### src/rtl/plac_code_pkg.sv
// Shared constants, mode/state encodings and the thermometer helper for the
// stage-code generator.
package plac_code_pkg;

  localparam int CODE_W = 13;
  localparam int T1_W   = 14;
  localparam int T2_W   = 6;
  localparam int T5_W   = 15;

  localparam int T1_MAX = 14;
  localparam int T2_MAX = 6;
  localparam int T5_MAX = 15;

  localparam logic [1:0] MODE_EXT  = 2'b00;
  localparam logic [1:0] MODE_UP   = 2'b01;
  localparam logic [1:0] MODE_DOWN = 2'b10;
  localparam logic [1:0] MODE_RSVD = 2'b11;

  typedef enum logic [1:0] {
    ST_IDLE  = 2'd0,
    ST_RUN   = 2'd1,
    ST_DRAIN = 2'd2
  } state_e;

  // Sets the 'value' LSBs of a word limited to 'width' bits.
  function automatic logic [T5_W-1:0] thermo(input logic [3:0] value, input int width);
    logic [T5_W-1:0] r;
    for (int i = 0; i < T5_MAX; i++) begin
      r[i] = (i < int'(value)) && (i < width);
    end
    return r;
  endfunction

endpackage

### src/rtl/plac_code_split.sv
// Combinational split of a 13-bit code into the five stage values; the overlap
// bits 9, 7, 5 and 3 are claimed greedily by the more significant stage.
module plac_code_split
  import plac_code_pkg::*;
(
  input  logic [CODE_W-1:0] code,
  output logic [3:0]        t1v,
  output logic [2:0]        t2v,
  output logic [2:0]        t3v,
  output logic [2:0]        t4v,
  output logic [3:0]        t5v
);

  // Returns {carry_to_next_stage, stage_value} for a 3-bit middle stage.
  function automatic logic [3:0] fold(input logic [2:0] s);
    logic [3:0] r;
    if (s == 3'd7) begin
      r = {1'b1, 3'(T2_MAX)};
    end else begin
      r = {1'b0, s};
    end
    return r;
  endfunction

  logic       m2;
  logic [3:0] r2;
  logic [3:0] r3;
  logic [3:0] r4;

  always_comb begin
    t1v = code[12:9];
    m2  = 1'b0;
    if (code[12:9] == 4'd15) begin
      t1v = 4'(T1_MAX);
      m2  = 1'b1;
    end else begin
      t1v = code[12:9];
      m2  = 1'b0;
    end
    r2  = fold({m2, code[8:7]});
    r3  = fold({r2[3], code[6:5]});
    r4  = fold({r3[3], code[4:3]});
    t2v = r2[2:0];
    t3v = r3[2:0];
    t4v = r4[2:0];
    t5v = {r4[3], code[2:0]};
  end

endmodule

### src/rtl/plac_stage_code_gen.sv
// Burst generator that splits codes into per-stage thermometer words and
// presents them with the same stage-to-stage skew as the sub-ranging ADC.
module plac_stage_code_gen
  import plac_code_pkg::*;
#(
  parameter logic [12:0] RAMP_STEP = 13'd1,
  parameter int          CNT_W     = 16
) (
  input  logic              clk,
  input  logic              rst,
  input  logic [1:0]        mode,
  input  logic              start,
  input  logic [CNT_W-1:0]  num_samples,
  input  logic [CODE_W-1:0] ramp_init,
  input  logic [CODE_W-1:0] in_code,
  input  logic              in_valid,
  output logic              in_ready,
  output logic [T1_W-1:0]   t1,
  output logic [T2_W-1:0]   t2,
  output logic [T2_W-1:0]   t3,
  output logic [T2_W-1:0]   t4,
  output logic [T5_W-1:0]   t5,
  output logic [4:0]        stage_valid,
  output logic              busy,
  output logic              done
);

  state_e            state, state_next;
  logic [1:0]        mode_r;
  logic [CNT_W-1:0]  remaining;
  logic [CODE_W-1:0] ramp_code;
  logic [2:0]        drain_cnt;
  logic              ext_mode, accept, finish;
  logic [CODE_W-1:0] acc_code;

  logic [CODE_W-1:0] c0;
  logic              v0;
  logic [3:0]        s1, s5;
  logic [2:0]        s2, s3, s4;
  logic [2:0]        d2, d3a, d3b, d4a, d4b, d4c;
  logic [3:0]        d5a, d5b, d5c, d5d;

  plac_code_split u_split (
    .code (c0),
    .t1v  (s1),
    .t2v  (s2),
    .t3v  (s3),
    .t4v  (s4),
    .t5v  (s5)
  );

  always_comb begin
    case (mode_r)
      MODE_UP, MODE_DOWN:  ext_mode = 1'b0;
      MODE_EXT, MODE_RSVD: ext_mode = 1'b1;
      default:             ext_mode = 1'b1;
    endcase
  end

  assign in_ready = (state == ST_RUN) && ext_mode;
  assign busy     = (state != ST_IDLE);

  always_ff @(posedge clk) begin
    if (rst) begin
      state <= ST_IDLE;
    end else begin
      state <= state_next;
    end
  end

  // DRAIN holds for at least four cycles so an empty burst still reports done
  // at the same point the fifth stage would have finished.
  always_comb begin
    state_next = state;
    accept     = 1'b0;
    acc_code   = ramp_code;
    finish     = 1'b0;
    case (state)
      ST_IDLE: begin
        if (start) begin
          state_next = (num_samples == '0) ? ST_DRAIN : ST_RUN;
        end else begin
          state_next = ST_IDLE;
        end
      end
      ST_RUN: begin
        if (ext_mode) begin
          accept   = in_valid;
          acc_code = in_code;
        end else begin
          accept   = 1'b1;
          acc_code = ramp_code;
        end
        if (accept && (remaining == CNT_W'(1))) begin
          state_next = ST_DRAIN;
        end else begin
          state_next = ST_RUN;
        end
      end
      ST_DRAIN: begin
        if (!v0 && (stage_valid[3:0] == 4'd0) && (drain_cnt >= 3'd4)) begin
          state_next = ST_IDLE;
          finish     = 1'b1;
        end else begin
          state_next = ST_DRAIN;
        end
      end
      default: state_next = ST_IDLE;
    endcase
  end

  always_ff @(posedge clk) begin
    if (rst) begin
      mode_r    <= MODE_EXT;
      remaining <= '0;
      ramp_code <= '0;
      drain_cnt <= 3'd0;
      done      <= 1'b0;
    end else begin
      done <= finish;
      if (state != ST_DRAIN) begin
        drain_cnt <= 3'd0;
      end else if (drain_cnt != 3'd7) begin
        drain_cnt <= drain_cnt + 3'd1;
      end else begin
        drain_cnt <= drain_cnt;
      end
      if ((state == ST_IDLE) && start) begin
        mode_r    <= mode;
        remaining <= num_samples;
        ramp_code <= ramp_init;
      end else if (accept) begin
        remaining <= remaining - CNT_W'(1);
        if (mode_r == MODE_UP) begin
          ramp_code <= ramp_code + RAMP_STEP;
        end else if (mode_r == MODE_DOWN) begin
          ramp_code <= ramp_code - RAMP_STEP;
        end else begin
          ramp_code <= ramp_code;
        end
      end else begin
        remaining <= remaining;
      end
    end
  end

  // Bubbles enter as code 0, which splits to all-zero words downstream.
  always_ff @(posedge clk) begin
    if (rst) begin
      c0 <= '0;  v0 <= 1'b0;  stage_valid <= 5'd0;
      t1 <= '0;  t2 <= '0;  t3 <= '0;  t4 <= '0;  t5 <= '0;
      d2 <= '0;  d3a <= '0; d3b <= '0;
      d4a <= '0; d4b <= '0; d4c <= '0;
      d5a <= '0; d5b <= '0; d5c <= '0; d5d <= '0;
    end else begin
      v0          <= accept;
      c0          <= accept ? acc_code : 13'd0;
      stage_valid <= {stage_valid[3:0], v0};
      t1  <= T1_W'(thermo(s1, T1_W));
      d2  <= s2;
      t2  <= T2_W'(thermo({1'b0, d2}, T2_W));
      d3a <= s3;  d3b <= d3a;
      t3  <= T2_W'(thermo({1'b0, d3b}, T2_W));
      d4a <= s4;  d4b <= d4a;  d4c <= d4b;
      t4  <= T2_W'(thermo({1'b0, d4c}, T2_W));
      d5a <= s5;  d5b <= d5a;  d5c <= d5b;  d5d <= d5c;
      t5  <= thermo(d5d, T5_W);
    end
  end

endmodule

### config.mk
export PLATFORM = sky130hd
export DESIGN_NAME = plac_stage_code_gen
export DESIGN_NICKNAME = d
export VERILOG_FILES = /design/src/rtl/plac_code_pkg.sv /design/src/rtl/plac_code_split.sv /design/src/rtl/plac_stage_code_gen.sv
export SDC_FILE = /design/constraint.sdc
export NUM_CORES = 1
export LEC_CHECK = 0
export ABC_CLOCK_PERIOD_IN_PS = 7800
export BUFFER_PORTS_ARGS = -buffer_cell sky130_fd_sc_hd__buf_2
export CORE_UTILIZATION = 50
export DETAILED_ROUTE_END_ITERATION = 12
export PLACE_DENSITY_LB_ADDON = 0.12
export SLEW_MARGIN = 40
export SYNTH_ARGS = -nofsm -noshare
export SYNTH_HDL_FRONTEND = slang
export SYNTH_SLANG_ARGS = --single-unit
### constraint.sdc
create_clock -name clk -period 7.8 [get_ports clk]
set_clock_uncertainty 0.05 [all_clocks]
set_input_delay 0.78 -clock clk [delete_from_list [all_inputs] [get_ports clk]]
set_output_delay 0.78 -clock clk [all_outputs]
set_load 0.02 [all_outputs]
# Word level (Yosys, flattened, before mapping)
# Index checks and enable logic that the tools add are counted.
dict set report totals {
  regBits 137
  input_bits 48
  word_cells 138
}
dict set report classes {
  mux 23
  magnitude_cmp 48
  bitwise_logic 2
  add_sub_neg 4
  reduce_logical 22
  n_eq_ne 12
}
# cell count
set ops {}
lappend ops {{two-way mux 13 bit} 6}
lappend ops {{< comparator 4 bit, first input constant} 13}
lappend ops {{< comparator 3 x 4 -> 1 bit, first input constant} 8}
lappend ops {{two-way mux 16 bit} 2}
lappend ops {{< comparator 1 x 3 -> 1 bit, first input constant} 6}
lappend ops {{< comparator 2 x 3 -> 1 bit, first input constant} 6}
lappend ops {{< comparator 3 bit, first input constant} 6}
lappend ops {{== test 16 x 1 -> 1 bit, second input constant} 1}
lappend ops {{logical NOT 16 bit} 1}
lappend ops {{< comparator 1 x 4 -> 1 bit, first input constant} 4}
lappend ops {{< comparator 2 x 4 -> 1 bit, first input constant} 4}
lappend ops {{two-way mux 4 bit} 4}
lappend ops {{OR reduction 2 bit} 8}
lappend ops {{subtractor 16 x 1 -> 16 bit, second input constant} 1}
lappend ops {{adder 13 x 1 -> 13 bit, second input constant} 1}
lappend ops {{subtractor 13 x 1 -> 13 bit, second input constant} 1}
lappend ops {{== test 3 bit, second input constant} 3}
lappend ops {{two-way mux 2 bit} 4}
lappend ops {{== test 2 bit, second input constant} 3}
lappend ops {{one-hot mux 2 bit (3 select lines)} 1}
lappend ops {{logical AND 1 bit} 5}
lappend ops {{two-way mux 1 bit} 5}
lappend ops {{== test 2 x 1 -> 1 bit, second input constant} 2}
lappend ops {{== test 4 bit, second input constant} 1}
lappend ops {{other kinds (12)} 15}

# Depth between registers and ports, before layout
dict set report depth {
  ltp_word 8
  mapped_depth 10
}

# Cells and area by module
# Synthesis repeated with hierarchy kept, for this count alone.
dict set report unflattened {
  hier_cells 595
  hier_area_um2 5393.9
}
# module n_inst cells_per_inst area_per_inst_um2 seq_area_each_um2
set modules_own_cells {}
lappend modules_own_cells {plac_stage_code_gen 1 572 5257.5 2742.6}
lappend modules_own_cells {plac_code_split 1 23 136.4 0.0}

# Worst setup path after synthesis
# Ideal clock, no wire load.
dict set report synth_path {
  path_type {register to register}
  startpoint {register mode_r[1]}
  endpoint {register ramp_code[11]}
  setup_time_ps 115
  t_arrival_ps 2308
  slack_ps 5328
  t_required_ps 7635
  synth_period_minus_slack_ps 2472
  path_stages_with_launch 11
  path_cell_list {dfxtp_1 inv_1 ha_1 inv_1 ha_1 a21oi_1 nor2b_1 a311o_2 a21oi_1 xor2_1 a2111oi_0}
}
dict set report synth_via {
  elab_chain_len 8
}
# item line
set synth_lines {}
lappend synth_lines {{start: declaration} plac_stage_code_gen.sv:29} ;# logic [1:0] mode_r;
lappend synth_lines {{start signal: assignment} plac_stage_code_gen.sv:129} ;# mode_r <= mode;
lappend synth_lines {{== test 2 bit (tied with other cells)} plac_stage_code_gen.sv:53} ;# case (mode_r)
lappend synth_lines {{OR reduction 2 bit} plac_stage_code_gen.sv:53}
lappend synth_lines {{one-hot mux 1 bit (2 select lines)} plac_stage_code_gen.sv:53}
lappend synth_lines {{two-way mux 1 bit} plac_stage_code_gen.sv:87} ;# if (ext_mode) begin
lappend synth_lines {{two-way mux 1 bit (2 in series)} plac_stage_code_gen.sv:78} ;# case (state)
lappend synth_lines {{nonzero test 2 bit (no source line)} -}
lappend synth_lines {{AND reduction 2 bit (no source line)} -}
lappend synth_lines {{end signal: assignment} plac_stage_code_gen.sv:131} ;# ramp_code <= ramp_init;
lappend synth_lines {{end signal: assignment} plac_stage_code_gen.sv:135} ;# ramp_code <= ramp_code + RAMP_STEP;
lappend synth_lines {{end signal: assignment} plac_stage_code_gen.sv:137} ;# ramp_code <= ramp_code - RAMP_STEP;
lappend synth_lines {{end: declaration} plac_stage_code_gen.sv:31} ;# logic [CODE_W-1:0] ramp_code;
# Several ways; a longest one is shown, not always the timed one. The select of a mux whose other input is x is not followed.
# A chain may end at the register's enable or synchronous reset.

# Worst setup path in the final report
dict set report layout_path {
  startpoint {register mode_r[0]}
  endpoint {output in_ready}
}
dict set report layout_via {
  elab_chain_len 4
}
# item line
set layout_lines {}
lappend layout_lines {{== test 2 bit (tied with other cells)} plac_stage_code_gen.sv:53}
lappend layout_lines {{OR reduction 2 bit} plac_stage_code_gen.sv:53}
lappend layout_lines {{one-hot mux 1 bit (2 select lines) *} plac_stage_code_gen.sv:53}
lappend layout_lines {{logical AND 1 bit *} plac_stage_code_gen.sv:60} ;# assign in_ready = (state == ST_RUN) && ext_mode;
lappend layout_lines {{end: declaration} plac_stage_code_gen.sv:17} ;# output logic in_ready,
# Mark *: on every way between the ends. The rest lies on a longest branch, timed or not.

==> out/metrics.cfg <==
[global_route]
antenna_found_initial=0
grt_usage_pct=21.0
use_met2_pct=34.8
grt_pass1_wl_um=18500
use_met1_pct=26.9
grt_max_degree=102
gr-usage-met3_pct=4.87
grt.overflow.total=0
grt_pass1_vias=3975
busiest_layer=met2

[worst_setup_path]
critPathLaunchType=flip-flop
cp.arrival_ns=2.16
reg2reg_slack_ns=5.06
crit_fanout=14
crit_type=flip-flop to primary output
rr_endpoint=ramp_code[11]$_SDFFE_PP0P_
worstPathRequired_ns=6.97
regToRegStartpoint=mode_r[1]$_SDFFE_PP0P_
critical_path.endpoint_type=primary output
reg2reg_depth=10
critPathLaunch=mode_r[0]$_SDFFE_PP0P_
endpoint=in_ready

[synthesis]
yosys.area.top_type=dfxtp_1
ys_seq_area_share_pct=51.8
avgSynthCellArea_um2=9.11
netlist_area_um2=5290
synth_cell_types=53
yosys-top-cells-area=dfxtp_1 (52%), a21oi_1 (6.1%), nor2_1 (4.6%)
syn_inst=581
ys_ff_latch=137
syn-num-nets=648
synth_top_area_share_pct=51.8
async_flop_share_pct=0
synth_edf_count=0
yosys_most_used_dff=dfxtp_1
ys_warn_count=0

[floorplanning]
die_w_um=105
die_h_um=105
fp-row-count=37
coreArea_um2=10300
start_util_pct=51.5
num_io_pins=103
die_area_um2=11000

[clock_network]
cts_hold_buf=0
cts_tree=built
cts.sinks=137
cts_buffers=17
cts_resized=0
root_buffer=clkbuf_8
cts_setup_buffers=0
htree_levels=4
insertion_delay_ns=0.51
clk_pin_slew_ns=0.06
clock_path_buffers=2

[power]
p_leak_nw=2.75
power_w=0.00168
ir_drop_uv=133
power.density_nw_per_um2=261

[detailed_routing]
drcViolationCount=0
wirelength_um=10900
num_vias=4281
wl_per_cell_um=13.2
drtAntennaViolNets=0
viasPerCell=5.18
drtPass1Iterations=7
drtIter0Drc=163

[sta]
relSlewSlack_pct=53.0
worst-slew-pin-transition_ns=0.705
fin_crit_sh_pct=38.3
hold_violations=0
whs_ns=0.385
rsz0062_at_grt=no
worst_slack_ns=4.81
finalSetupViolCount=0
slew_violations=0
max_freq_ghz=0.335
fin_setup_tns_ns=0
min_period_ns=2.99

[placement]
dpl.hpwl_um=7540
dp_slack_ns=5.08
gp_congestion=0.855
port_buffers=102
dp.cells=794

[cells_and_area]
fin_cells=826
areaGrowthSynthToFinish_pct=21.7
layout-drive-gt1-share_pct=21.3
regArea_um2=2740
nets=744
fill_cells=933
diodes=0
multiInputGateArea_um2=2380

[worst_hold_path]
holdCritPathClass=flip-flop to flip-flop

[run]
cap_violations=0

[outcome]
outcome=complete, no violations

per-layer routing:
| layer | share of wire (%) | vias to the layer above | routed length (µm) |
|---|---|---|---|
| met2 | 48 | 110 | 5270 |
| met5 | 0 | - | 0 |
| met4 | 0.58 | 0 | 63 |
| li1 | - | 2209 | - |
| met1 | 47 | 1954 | 5100 |
| met3 | 4.4 | 8 | 478 |
flip-flops by register name (all words and copies together) (netlist names), 5 cells and up:
name	flops
t4	6
t1	14
t2	6
ramp_code	13
t3	6
stage_valid	5
t5	15
remaining	16
c0	13
cells by family (layout without fill, tap and decap cells):
logic type | after synthesis | count (layout) | synth area share [%]
simple gates | 236 | 236 | 22.8
flops | 137 | 137 | 51.8
compound gates | 129 | 129 | 14.8
buf+inv | 44 | 153 | 3.22
fa+ha+maj | 19 | 19 | 4.64
xor+xnor | 12 | 12 | 1.99
mux | 4 | 4 | 0.781
placed cells by master, fill, tap and decap left out, types with 3 or more instances in the layout:
master / count
and2_1: 7
dfxtp_1: 137
o21a_1: 5
clkbuf_16: 16
buf_2: 102
xor2_1: 8
a311oi_1: 4
and3_1: 4
inv_6: 4
xnor2_1: 4
nor2b_1: 39
nand3b_1: 3
o211ai_1: 5
inv_8: 3
o21ai_0: 17
a221oi_1: 4
nor4_1: 10
inv_1: 18
nand2_1: 58
a21oi_1: 65
a31oi_1: 6
a211oi_1: 7
or3_1: 4
nor2_1: 64
clkinvlp_4: 3
nor3_1: 15
clkinv_4: 3
nand3_1: 13
o311ai_0: 3
ha_1: 18
mux2i_1: 3
through the flow:
stage / instance area, µm² / util (%)
floorplan: 5290 / -
global placement: 5880 / 57.2
detailed placement: 5880 / 57.2
CTS: 6430 / 62.6
global route: 6440 / 62.6
finish: 6440 / 62.6
how the worst min path moves through the flow:
stage	start	to	slack [ns]	depth (start not counted)
CTS	d5c[0]$_SDFF_PP0_	d5d[0]$_SDFF_PP0_	0.39	1
global route	c0[0]$_SDFF_PP0_	d5a[0]$_SDFF_PP0_	0.40	1
global placement	d5b[2]$_SDFF_PP0_	d5c[2]$_SDFF_PP0_	0.37	1
floorplan	d3a[0]$_SDFF_PP0_	d3b[0]$_SDFF_PP0_	0.36	1
detailed placement	d5c[0]$_SDFF_PP0_	d5d[0]$_SDFF_PP0_	0.37	1
finish	d5c[0]$_SDFF_PP0_	d5d[0]$_SDFF_PP0_	0.39	1
cells in the mapped netlist, types with 5 or more instances:
| cell | instances |
|---|---|
| ha_1 | 18 |
| a211oi_1 | 7 |
| nand3_1 | 13 |
| o21ai_0 | 17 |
| o21a_1 | 5 |
| clkbuf_1 | 18 |
| nor2b_1 | 39 |
| a31oi_1 | 6 |
| inv_1 | 18 |
| nor2_1 | 65 |
| and2_1 | 8 |
| nor4_1 | 10 |
| nand2_1 | 59 |
| xor2_1 | 8 |
| o211ai_1 | 5 |
| a21oi_1 | 65 |
| dfxtp_1 | 137 |
| nor3_1 | 15 |
power by group:
| group | total, W | internal [W] | switching [W] |
|---|---|---|---|
| clock | 0.000728 | 0.000405 | 0.000323 |
| combinational | 0.000205 | 0.0000859 | 0.000119 |
| sequential | 0.000745 | 0.000721 | 0.0000239 |
| total | 0.00168 | 0.00121 | 0.000466 |
worst max-delay path, stage by stage, from the launching register on:
cell,delay [ns]
dfxtp_1,0.35
inv_1,0.05
ha_1,0.28
nand2_1,0.27
inv_1,0.45
buf_2,0.25
final cells by class:
class,instances,share of cell area [%]
Tap cell,136,2.64
Inverter,18,1.05
Sequential cell,137,42.6
Clock buffer,18,6.49
Timing Repair Buffer,103,8.10
Multi-Input combinational cell,400,37.0
Clock inverter,14,2.08
Power figures use the tool's default switching activity.
